### src/rtl/clk_gen_param.sv
// Parametrised CPU / memory clock generator with reset hold and
// halt / single-step control, all running from one fast source clock.
module clk_gen_param #(
  parameter int HALF_PERIOD  = 2,
  parameter int MEM_PHASE    = 1,
  parameter int RESET_CYCLES = 3
) (
  input  logic clk_in,
  input  logic n_reset_in,
  input  logic halt,
  input  logic step,
  output logic clk,
  output logic mem_clk,
  output logic n_reset_out,
  output logic running,
  output logic rise_tick,
  output logic fall_tick
);

  localparam int PERIOD = 2 * HALF_PERIOD;
  localparam int PW     = (PERIOD > 2) ? $clog2(PERIOD) : 1;

  localparam logic [PW-1:0] PH_LAST = PW'(PERIOD - 1);
  localparam logic [PW-1:0] PH_HALF = PW'(HALF_PERIOD);
  localparam logic [PW:0]   MEM_OFS = (PW + 1)'(PERIOD - MEM_PHASE);
  localparam logic [PW:0]   PER_W   = (PW + 1)'(PERIOD);
  localparam logic [7:0]    RC_LAST =
    8'((RESET_CYCLES == 0) ? 0 : RESET_CYCLES - 1);

  if (HALF_PERIOD < 1)
    $error("HALF_PERIOD must be >= 1");
  if (MEM_PHASE < 0 || MEM_PHASE >= HALF_PERIOD)
    $error("MEM_PHASE must be 0..HALF_PERIOD-1");
  if (RESET_CYCLES < 0 || RESET_CYCLES > 255)
    $error("RESET_CYCLES must be 0..255");

  typedef enum logic [1:0] {
    RUN    = 2'd0,
    HALTED = 2'd1,
    STEP   = 2'd2
  } state_t;

  state_t        state;
  state_t        state_n;
  logic [PW-1:0] ph;
  logic [PW-1:0] ph_n;
  logic          step_q;
  logic [7:0]    rst_cnt;
  logic [7:0]    rst_cnt_n;

  logic          adv;
  logic          at_last;
  logic          wrap;
  logic          step_edge;

  logic          clk_n;
  logic          mem_n;
  logic [PW:0]   mem_ph;
  logic          rise_n;
  logic          fall_n;
  logic          run_n;
  logic          nro_n;

  assign at_last   = (ph == PH_LAST);
  assign step_edge = step & ~step_q;

  always_ff @(posedge clk_in or negedge n_reset_in) begin
    if (!n_reset_in) begin
      state       <= RUN;
      ph          <= '0;
      step_q      <= 1'b0;
      rst_cnt     <= '0;
      clk         <= 1'b0;
      mem_clk     <= 1'b0;
      n_reset_out <= 1'b0;
      running     <= 1'b0;
      rise_tick   <= 1'b0;
      fall_tick   <= 1'b0;
    end else begin
      state       <= state_n;
      ph          <= ph_n;
      step_q      <= step;
      rst_cnt     <= rst_cnt_n;
      clk         <= clk_n;
      mem_clk     <= mem_n;
      n_reset_out <= nro_n;
      running     <= run_n;
      rise_tick   <= rise_n;
      fall_tick   <= fall_n;
    end
  end

  // HALTED parks ph at 0, so leaving it always advances to 1.
  always_comb begin
    state_n = state;
    adv     = 1'b0;
    unique case (state)
      RUN: begin
        adv = 1'b1;
        if (at_last && halt)
          state_n = HALTED;
      end
      HALTED: begin
        if (!halt) begin
          adv     = 1'b1;
          state_n = RUN;
        end else if (step_edge) begin
          adv     = 1'b1;
          state_n = STEP;
        end
      end
      STEP: begin
        adv = 1'b1;
        if (at_last)
          state_n = halt ? HALTED : RUN;
      end
      default: state_n = RUN;
    endcase
    wrap = adv & at_last;
    ph_n = ph;
    if (adv)
      ph_n = at_last ? '0 : ph + PW'(1);
  end

  always_comb begin
    clk_n  = (ph_n >= PH_HALF);
    mem_ph = {1'b0, ph_n} + MEM_OFS;
    if (mem_ph >= PER_W)
      mem_ph = mem_ph - PER_W;
    mem_n  = (mem_ph >= {1'b0, PH_HALF});
    rise_n = clk_n & ~clk;
    fall_n = ~clk_n & clk;
    run_n  = (state_n != HALTED);

    rst_cnt_n = rst_cnt;
    nro_n     = n_reset_out;
    if (!n_reset_out) begin
      if (RESET_CYCLES == 0) begin
        nro_n = 1'b1;
      end else if (wrap) begin
        rst_cnt_n = rst_cnt + 8'd1;
        if (rst_cnt == RC_LAST)
          nro_n = 1'b1;
      end
    end
  end

endmodule
### config.mk
export PLATFORM = sky130hd
export DESIGN_NAME = clk_gen_param
export DESIGN_NICKNAME = d
export VERILOG_FILES = /design/src/rtl/clk_gen_param.sv
export SDC_FILE = /design/constraint.sdc
export NUM_CORES = 1
export LEC_CHECK = 0
export BUFFER_PORTS_ARGS = -buffer_cell sky130_fd_sc_hd__buf_4
export CORE_MARGIN = 3
export CORE_UTILIZATION = 45
export CTS_CLUSTER_DIAMETER = 120
export CTS_CLUSTER_SIZE = 40
export DETAILED_ROUTE_END_ITERATION = 10
export PLACE_DENSITY = 0.72
export SETUP_SLACK_MARGIN = 0.2
export SYNTH_ARGS = -nofsm -noshare
export SYNTH_HDL_FRONTEND = slang
export SYNTH_SLANG_ARGS = --single-unit
### constraint.sdc
create_clock -name clk_in -period 1.9 [get_ports clk_in]
set_input_delay 0.19 -clock clk_in [delete_from_list [all_inputs] [get_ports clk_in]]
set_output_delay 0.19 -clock clk_in [all_outputs]
set_load 0.01 [all_outputs]
==> impl_metrics.yaml, run 1 <==
status:
  status: "finished, final reports clean"
place:
  gp_congestion: 0.7530
  dp_slack_ns: 0.1294
  dp_hpwl_mm: 1.009
  port_buffers: 9
yosys:
  synth_cells: 74
  ys.flop_type: "dfrtp_1"
  synthArstFlopShare_pct: 100.0
  synth_area_leader_cell: "dfrtp_1"
  synth_nets: 82
  seq_area_frac_synth_pct: 54.83
  ys_ff_latch: 19
  syn_area_per_cell_sq_um: 11.72
  synthesis.area_sq_um: 867.1
  synth_cell_type_count: 25
  yosys.cell_count.top_type: "dfrtp_1"
  synthTopCellsByArea: "dfrtp_1, ha_1, xor2_1"
  synth_top_area_share_pct: 54.83
  synth_common_cells: "dfrtp_1, nor2_1, nor3_1"
  ys_warn_count: 0
  synth_edf_count: 0
setup_path:
  worstPathRequired_ns: 2.10
  cp-start-kind: "register"
  cp_max_fo: 5
  reg2reg_slack_ns: 0.18
  cp_data_arrival_time_ns: 1.92
  critPathKind: "register to register"
  cp-end-kind: "register"
floorplan:
  die_y_um: 49.90
  row_count: 15
  io_pins: 10
  coreArea_sq_um: 1764
  die_w_um: 49.90
  start_util_pct: 49.15
  dieArea_sq_um: 2490
timing:
  setup_viol: 0
  timing.slew.headroom_pct: 77.23
  grt_setup_unrepaired: "yes"
  worst_pin_slew_ns: 0.3399
  period_minus_slack_ns: 1.723
  slew_viol_final: 0
  fin_setup_tns_ns: 0
  layout_setup_ws_ns: 0.1766
  max_freq_ghz: 0.5802
  hold_slack_ns: 0.01138
  fin_crit_sh_pct: 90.71
  finClkSkew_ns: 0.004834
  finalHoldViolCount: 0
clock_network:
  cts.htree.levels: 1
  numCtsBuffers: 3
  clk_latency_ns: 0.30
  cts_root_buf: "clkbuf_4"
  cts_tree: "built"
  clkSinkCount: 19
  path_clk_slew_ns: 0.11
  clk_path_buf_depth: 2
global_routing:
  grt_max_degree: 20
  first_global_vias: 613
  grt-busiest-layer: "met2"
  antenna_found_initial: 0
  use_met1_pct: 16.99
  grt_overflow_total: 0
  met2_usage_pct: 23.13
  grt_pass1_wl_mm: 2.684
  use_met3_pct: 3.323
  globalRouteTotalUtil_pct: 14.21
drt:
  drc: 0
  drt_iter0_markers: 20
  drtPass1Iterations: 4
  vias: 634
  postRouteAntennaNets: 0
  via_per_inst: 5.113
  wire_per_inst_um: 14.09
  wl_mm: 1.747
cells_and_area:
  fin_nets: 108
  drive_above_1_share_pct: 39.39
  n_antenna_cell: 0
  utilization_pct: 64.33
  syn_to_final_growth_pct: 30.88
  regMostFlops: "rst_cnt"
  largest_reg_flops: 8
  reg_top3: "rst_cnt x8, ph x2, state x2"
power:
  peakVddDrop_uv: 1108
  total_power_mw: 1.899
  p_per_area_nw_per_um2: 1673
  leakagePower_nw: 0.5329
flow_run:
  cap_violations: 0
worst_hold_path:
  min_path_type: "primary input to register"
[cells by family after synthesis]
group,Yosys count,synth area share (%)
simple gates,30,17.89
xor+xnor,7,7.071
compound gates,8,8.803
fa+ha+maj,4,5.772
flops,19,54.83
mux,3,4.328
buf+inv,3,1.299
[area by class of cell]
cell class	instances	area (sq um)
multi-input combinational	52	429.2
inverter	3	11.26
clock buffer	4	26.28
fill	142	629.4
timing repair buffer	21	160.2
tap	25	31.28
sequential	19	476.7
[through the flow]
stage	instances	instance area, sq um
2_1_floorplan	74	867.1
5_1_grt	124	1135
3_3_place_gp	108	965.9
4_1_cts	117	1044
3_5_place_dp	108	965.9
6_report	124	1135
[layout by cell type, fill, tap and decap left out, drive strengths merged, types with 4 or more instances in the layout]
cell and count:
buf 20, clkbuf 4, dfrtp 19, ha 4, nand2 5, nor2 7
nor3 7, xor2 5
[worst paths after layout]
check	cells past startpoint	start	endpoint
setup / recovery	8	state[0]$_DFF_PN0_	fall_tick$_DFF_PN0_
hold / removal	1	step	step_q$_DFF_PN0_
setup reg to reg	8	state[0]$_DFF_PN0_	fall_tick$_DFF_PN0_
hold reg to reg	1	clk$_DFF_PN0_	rise_tick$_DFF_PN0_
max in group asynchronous	2	n_reset_in	ph[1]$_DFF_PN0_
min in group asynchronous	2	n_reset_in	rst_cnt[6]$_DFFE_PN0P_
[power breakdown]
| group | total, mW | switching [mW] | internal [mW] |
|---|---|---|---|
| Clock | 0.208 | 0.126 | 0.0817 |
| Combinational | 0.979 | 0.441 | 0.539 |
| Sequential | 0.711 | 0.147 | 0.565 |
[worst max-delay path, stage by stage, from the launching register on]
cell     delay (ns)
dfrtp_1        0.42
nand2_2        0.11
o21ai_4        0.24
nor3_4         0.07
a21oi_2        0.16
ha_4           0.19
nor2_2         0.04
mux2_4         0.27
and2_4         0.13
[routing by layer]
metal / routed length, um / vias to the layer above
li1: - / 304
met1: 758 / 310
met2: 871 / 18
met3: 88 / 2
met4: 27 / 0
met5: 0 / -
[timing repair]
item | CTS | global route
resized for setup | 3 | 10
setup buffers | 4 | 7
hold endpoints to repair | 19 | 0
hold buffers | 1 | 0
cloned | 0 | 0
pin swaps | 3 | 6
endpoints found under the setup margin | 3 | 3
Power figures use the tool's default switching activity.
==> run 2, diff against run 1 <==
==> constraint.sdc (replaced) <==
create_clock -name clk_in -period 1.63 [get_ports clk_in]
set_input_delay 0.163 -clock clk_in [delete_from_list [all_inputs] [get_ports clk_in]]
set_output_delay 0.163 -clock clk_in [all_outputs]
set_load 0.01 [all_outputs]
==> run 2 against run 1 <==
Compared with the run above: global-route usage is 0.70 points higher; via count is 4.1% lower; clock power is 10% higher; non-clock buffer count stayed put; count of clock-buffer cells in the layout stayed put; core utilization is 0.14 points lower; power is 10% higher; design area is 0.22% lower; register-to-register slack worse by 0.14 ns; hold slack better by 0.036 ns; die area stayed put; largest cell class unchanged; largest power group unchanged.
==> impl_metrics.yaml, run 2 (synthesis gave the netlist of run 1 again) <==
setup_path:
  cp_num_buf_inv: 0
  reg2regPathDepth: 8
  cp-end-kind: "register"
  crit_path_cell_trace: "nand2_2 > o21ai_4 > nor3_2 > a21oi_2 > ha_4 > nor2_1 > mux2_4 > and2_1"
  path_depth: 8
  worstPathRequired_ns: 1.82
  critPathKind: "register to register"
  max_stage_delay_ns: 0.39
  cp_slowest_cell: "dfrtp_1"
  critPathTopFamily: "flip-flops"
  cp-start-kind: "register"
  cp_max_fo: 4
  cp_data_arrival_time_ns: 1.78
clock_network:
  cts_tree: "built"
  clkSinkCount: 19
  cts.htree.levels: 1
  clk_latency_ns: 0.29
  clk_path_buf_depth: 2
  numCtsBuffers: 3
  cts_root_buf: "clkbuf_4"
  path_clk_slew_ns: 0.10
cells_and_area:
  fin_area_sq_um: 1132
  syn_to_final_growth_pct: 30.59
  n_antenna_cell: 0
  reg_top3: "rst_cnt x8, ph x2, state x2"
  drive_above_1_share_pct: 36.36
  fin_nets: 108
  regMostFlops: "rst_cnt"
  fillCellCount: 144
  final_cells: 124
  largest_reg_flops: 8
  mostFrequentLayoutCells: "dfrtp_1, buf_4, nor2_1"
timing:
  finalHoldViolCount: 0
  fin_setup_tns_ns: 0
  period_minus_slack_ns: 1.597
  fin_crit_sh_pct: 97.95
  slew_viol_final: 0
  hold_slack_ns: 0.04711
  finClkSkew_ns: 0.007060
  timing.slew.headroom_pct: 75.81
  grt_setup_unrepaired: "yes"
  max_freq_ghz: 0.6264
  layout_setup_ws_ns: 0.03345
  worst_pin_slew_ns: 0.3610
  setup_viol: 0
floorplan:
  row_count: 15
  die_y_um: 49.90
  coreArea_sq_um: 1764
  die_w_um: 49.90
  start_util_pct: 49.15
  dieArea_sq_um: 2490
  io_pins: 10
drt:
  wire_per_inst_um: 12.42
  via_per_inst: 4.903
  drtPass1Iterations: 4
  wl_mm: 1.540
  postRouteAntennaNets: 0
  drt_iter0_markers: 12
  drc: 0
  vias: 608
global_routing:
  grt_pass1_wl_mm: 2.732
  grt_overflow_total: 0
  antenna_found_initial: 0
  first_global_vias: 627
  grt_max_degree: 20
  globalRouteTotalUtil_pct: 14.92
worst_hold_path:
  min_delay_path_depth: 2
  min_path_type: "primary input to register"
place:
  placedCellCount: 114
  dp_hpwl_um: 981.1
  placed_area_sq_um: 1015
  gp_congestion: 0.8218
  dp_slack_ns: 0.009145
  port_buffers: 9
power:
  p_per_area_nw_per_um2: 1844
  leakagePower_nw: 0.5293
  peakVddDrop_uv: 1099
flow_run:
  cap_violations: 0
status:
  status: "finished, final reports clean"
[run 2: final timing paths]
| kind | startpoint | slack (ns) | endpoint |
|---|---|---|---|
| worst max register to register | state[0]$_DFF_PN0_ | 0.03 | fall_tick$_DFF_PN0_ |
| worst max-delay path | state[0]$_DFF_PN0_ | 0.03 | fall_tick$_DFF_PN0_ |
| min in group asynchronous | n_reset_in | 0.26 | rst_cnt[4]$_DFFE_PN0P_ |
| worst min register to register | clk$_DFF_PN0_ | 0.45 | rise_tick$_DFF_PN0_ |
| max in group asynchronous | n_reset_in | 1.16 | ph[0]$_DFF_PN0_ |
| worst min-delay path | halt | 0.05 | running$_DFF_PN0_ |
[run 2: power breakdown]
part	internal, mW	switching (mW)
registers	0.656	0.137
logic	0.566	0.501
clock network	0.0951	0.134
[run 2: through the flow]
stage,utilization [%],power (mW)
after floorplan,-,1.360
after global placement,57.52,1.621
after detailed placement,57.52,1.657
after CTS,63.05,2.044
after global routing,64.18,2.257
final,64.18,2.088
[run 2: per-layer routing]
metal,global-route usage (%),part of all wire [%],wire length (um)
met1,18.73,42,651
met2,22.91,52,800
met3,4.230,3.6,55
met4,8.295,2.1,33
met5,0,0,0
[run 2: area by class of cell]
class / count / area, sq um / area share [%]
flip-flops and latches: 19 / 475.5 / 41.99
repair buffers: 21 / 162.7 / 14.36
well taps: 25 / 31.28 / 2.762
multi-input cells: 52 / 425.4 / 37.57
clock buffers: 4 / 26.28 / 2.320
inverters: 3 / 11.26 / 0.9945
[run 2: repair_timing]
item / CTS / global route
hold endpoints to repair: 20 / 0
buffers inserted: 4 / 0
pin swaps: 5 / 3
gates resized for setup: 4 / 4
hold buffers: 2 / 0
endpoints found under the setup margin: 3 / 5
==> run 3, diff against run 2 <==
--- a/config.mk
+++ b/config.mk
@@ -11,7 +11,6 @@
 export CTS_CLUSTER_DIAMETER = 120
 export CTS_CLUSTER_SIZE = 40
 export DETAILED_ROUTE_END_ITERATION = 10
-export PLACE_DENSITY = 0.72
 export SETUP_SLACK_MARGIN = 0.2
 export SYNTH_ARGS = -nofsm -noshare
 export SYNTH_HDL_FRONTEND = slang
==> run 3 against run 2 <==
Compared with the run above: hold slack improved by 0.00094 ns; sequential power rose by 2%; power rose by 5.2%; clock power rose by 2%; critical path depth did not move; count of clock-buffer cells in the layout fell by 1; sequential share of layout area fell by 1.6 points; register-to-register slack barely moved; clock skew barely moved; combinational power rose by 7%; largest cell class unchanged; highest routed layer unchanged.
==> impl_metrics.yaml, run 3 (synthesis gave the netlist of run 1 again) <==
drt:
  wire_per_inst_um: 12.42
  drt_iter0_markers: 3
  postRouteAntennaNets: 0
  drc: 0
  via_per_inst: 4.865
  drtPass1Iterations: 4
  vias: 613
  wl_mm: 1.565
clock_network:
  numCtsBuffers: 3
  cts_root_buf: "clkbuf_4"
  clk_latency_ns: 0.29
  clkSinkCount: 19
  clk_path_buf_depth: 2
  cts.htree.levels: 1
  cts_tree: "built"
  path_clk_slew_ns: 0.11
floorplan:
  io_pins: 10
  die_y_um: 49.90
  dieArea_sq_um: 2490
  die_w_um: 49.90
  start_util_pct: 49.15
  coreArea_sq_um: 1764
  row_count: 15
cells_and_area:
  final_cells: 126
  drive_above_1_share_pct: 45.54
  syn_to_final_growth_pct: 35.93
  reg_top3: "rst_cnt x8, ph x2, state x2"
  fillCellCount: 153
  mostFrequentLayoutCell: "buf_4"
  multi_input_area_sq_um: 455.4
  seq_area_sq_um: 475.5
  n_antenna_cell: 0
  fin_nets: 110
  mostFrequentLayoutCells: "buf_4, dfrtp_1, nor3_2"
  regMostFlops: "rst_cnt"
  largest_reg_flops: 8
global_routing:
  globalRouteTotalUtil_pct: 14.62
  grt_max_degree: 20
  grt_overflow_total: 0
  grt_pass1_wl_mm: 2.732
  first_global_vias: 624
  antenna_found_initial: 0
place:
  gp_congestion: 0.8064
  dp_hpwl_mm: 1.008
  placedCellCount: 114
  port_buffers: 9
setup_path:
  cp_max_fo: 4
  crit_path_cell_trace: "nand2_2 > o21ai_4 > nor3_2 > a21oi_2 > ha_4 > nor2_2 > mux2_4 > and2_4"
  critPathKind: "register to register"
  cp-end-kind: "register"
  cp_data_arrival_time_ns: 1.79
  max_stage_delay_ns: 0.39
  critPathTopFamily: "flip-flops"
  cp-start-kind: "register"
  reg2reg_slack_ns: 0.04
  cp_num_buf_inv: 0
  worstPathRequired_ns: 1.83
  r2r-start: "state[0]$_DFF_PN0_"
  reg2regPathDepth: 8
  cp_slowest_cell: "dfrtp_1"
  r2r_end: "fall_tick$_DFF_PN0_"
power:
  total_power_mw: 2.196
  p_per_area_nw_per_um2: 1863
  peakVddDrop_uv: 1175
  leakagePower_nw: 0.5442
timing:
  period_minus_slack_ns: 1.594
  finalHoldViolCount: 0
  finClkSkew_ns: 0.006917
  max_freq_ghz: 0.6274
  fin_crit_sh_pct: 97.79
  worst_pin_slew_ns: 0.3971
  grt_setup_unrepaired: "yes"
  slew_viol_final: 0
  setup_viol: 0
  timing.slew.headroom_pct: 73.40
worst_hold_path:
  min_delay_path_depth: 2
  min_path_type: "primary input to register"
  min_to: "running$_DFF_PN0_"
  min_from: "halt"
status:
  status: "finished, final reports clean"
flow_run:
  cap_violations: 0
run 3: cell types whose count changed in the layout (fill, tap and decap cells not counted), sizes merged:
cell | previous run | this run
clkinv | 0 | 1
buf | 19 | 21
clkbuf | 4 | 3
run 3: worst reg2reg max path: stages (launching register included):
cell     delay [ns]
dfrtp_1        0.39
nand2_2        0.09
o21ai_4        0.19
nor3_2         0.09
a21oi_2        0.15
ha_4           0.16
nor2_2         0.03
mux2_4         0.27
and2_4         0.13
run 3: power by group:
part / switching [mW] / leakage, nW / internal [mW]
clock: 0.143 / 0.0177 / 0.0912
combinational: 0.523 / 0.291 / 0.631
sequential: 0.152 / 0.236 / 0.655
total: 0.818 / 0.544 / 1.38
run 3: metal layers:
layer  track usage [%]  part of all wire (%)
met1             16.70                    43
met2             26.65                    54
met3             3.625                   2.1
met4             4.147                  0.77
met5                 0                     0
run 3: final cells by class:
cell class / instances / area share, %
Sequential cell: 19 / 40.34
Multi-Input combinational cell: 52 / 38.64
Timing Repair Buffer: 23 / 15.07
Tap cell: 25 / 2.654
Clock buffer: 3 / 1.911
Inverter: 3 / 0.9554
Clock inverter: 1 / 0.4246
run 3: how the worst max path moves through the flow:
stage,start,end,slack [ns],depth (start not counted)
floorplan,state[0]$_DFF_PN0_,fall_tick$_DFF_PN0_,0.02,8
global placement,ph[1]$_DFF_PN0_,fall_tick$_DFF_PN0_,0.06,6
detailed placement,state[0]$_DFF_PN0_,fall_tick$_DFF_PN0_,0.02,8
CTS,state[0]$_DFF_PN0_,fall_tick$_DFF_PN0_,0.03,7
global route,state[0]$_DFF_PN0_,fall_tick$_DFF_PN0_,-0.03,7
finish,state[0]$_DFF_PN0_,fall_tick$_DFF_PN0_,0.04,8
run 3: through the flow:
stage / utilization (%) / setup TNS, ns / area (sq um) / worst slack, ns / hold WS (ns)
after detailed placement: 57.52 / 0 / 1015 / 0.02117 / 0.04941
after floorplan: - / 0 / 870.8 / 0.01826 / -0.1326
final: 66.81 / 0 / 1179 / 0.03604 / 0.04805
after global routing: 66.81 / -0.04030 / 1179 / -0.03464 / 0.04082
after CTS: 62.84 / 0 / 1109 / 0.03210 / 0.04090
after global placement: 57.52 / 0 / 1015 / 0.05891 / 0.04796
run 3: timing repair:
action,CTS,global route
hold endpoints to repair,20,0
endpoints found under the setup margin,3,4
pin swaps,6,17
gates resized for setup,5,10
buffers inserted,3,3
hold buffers,2,0
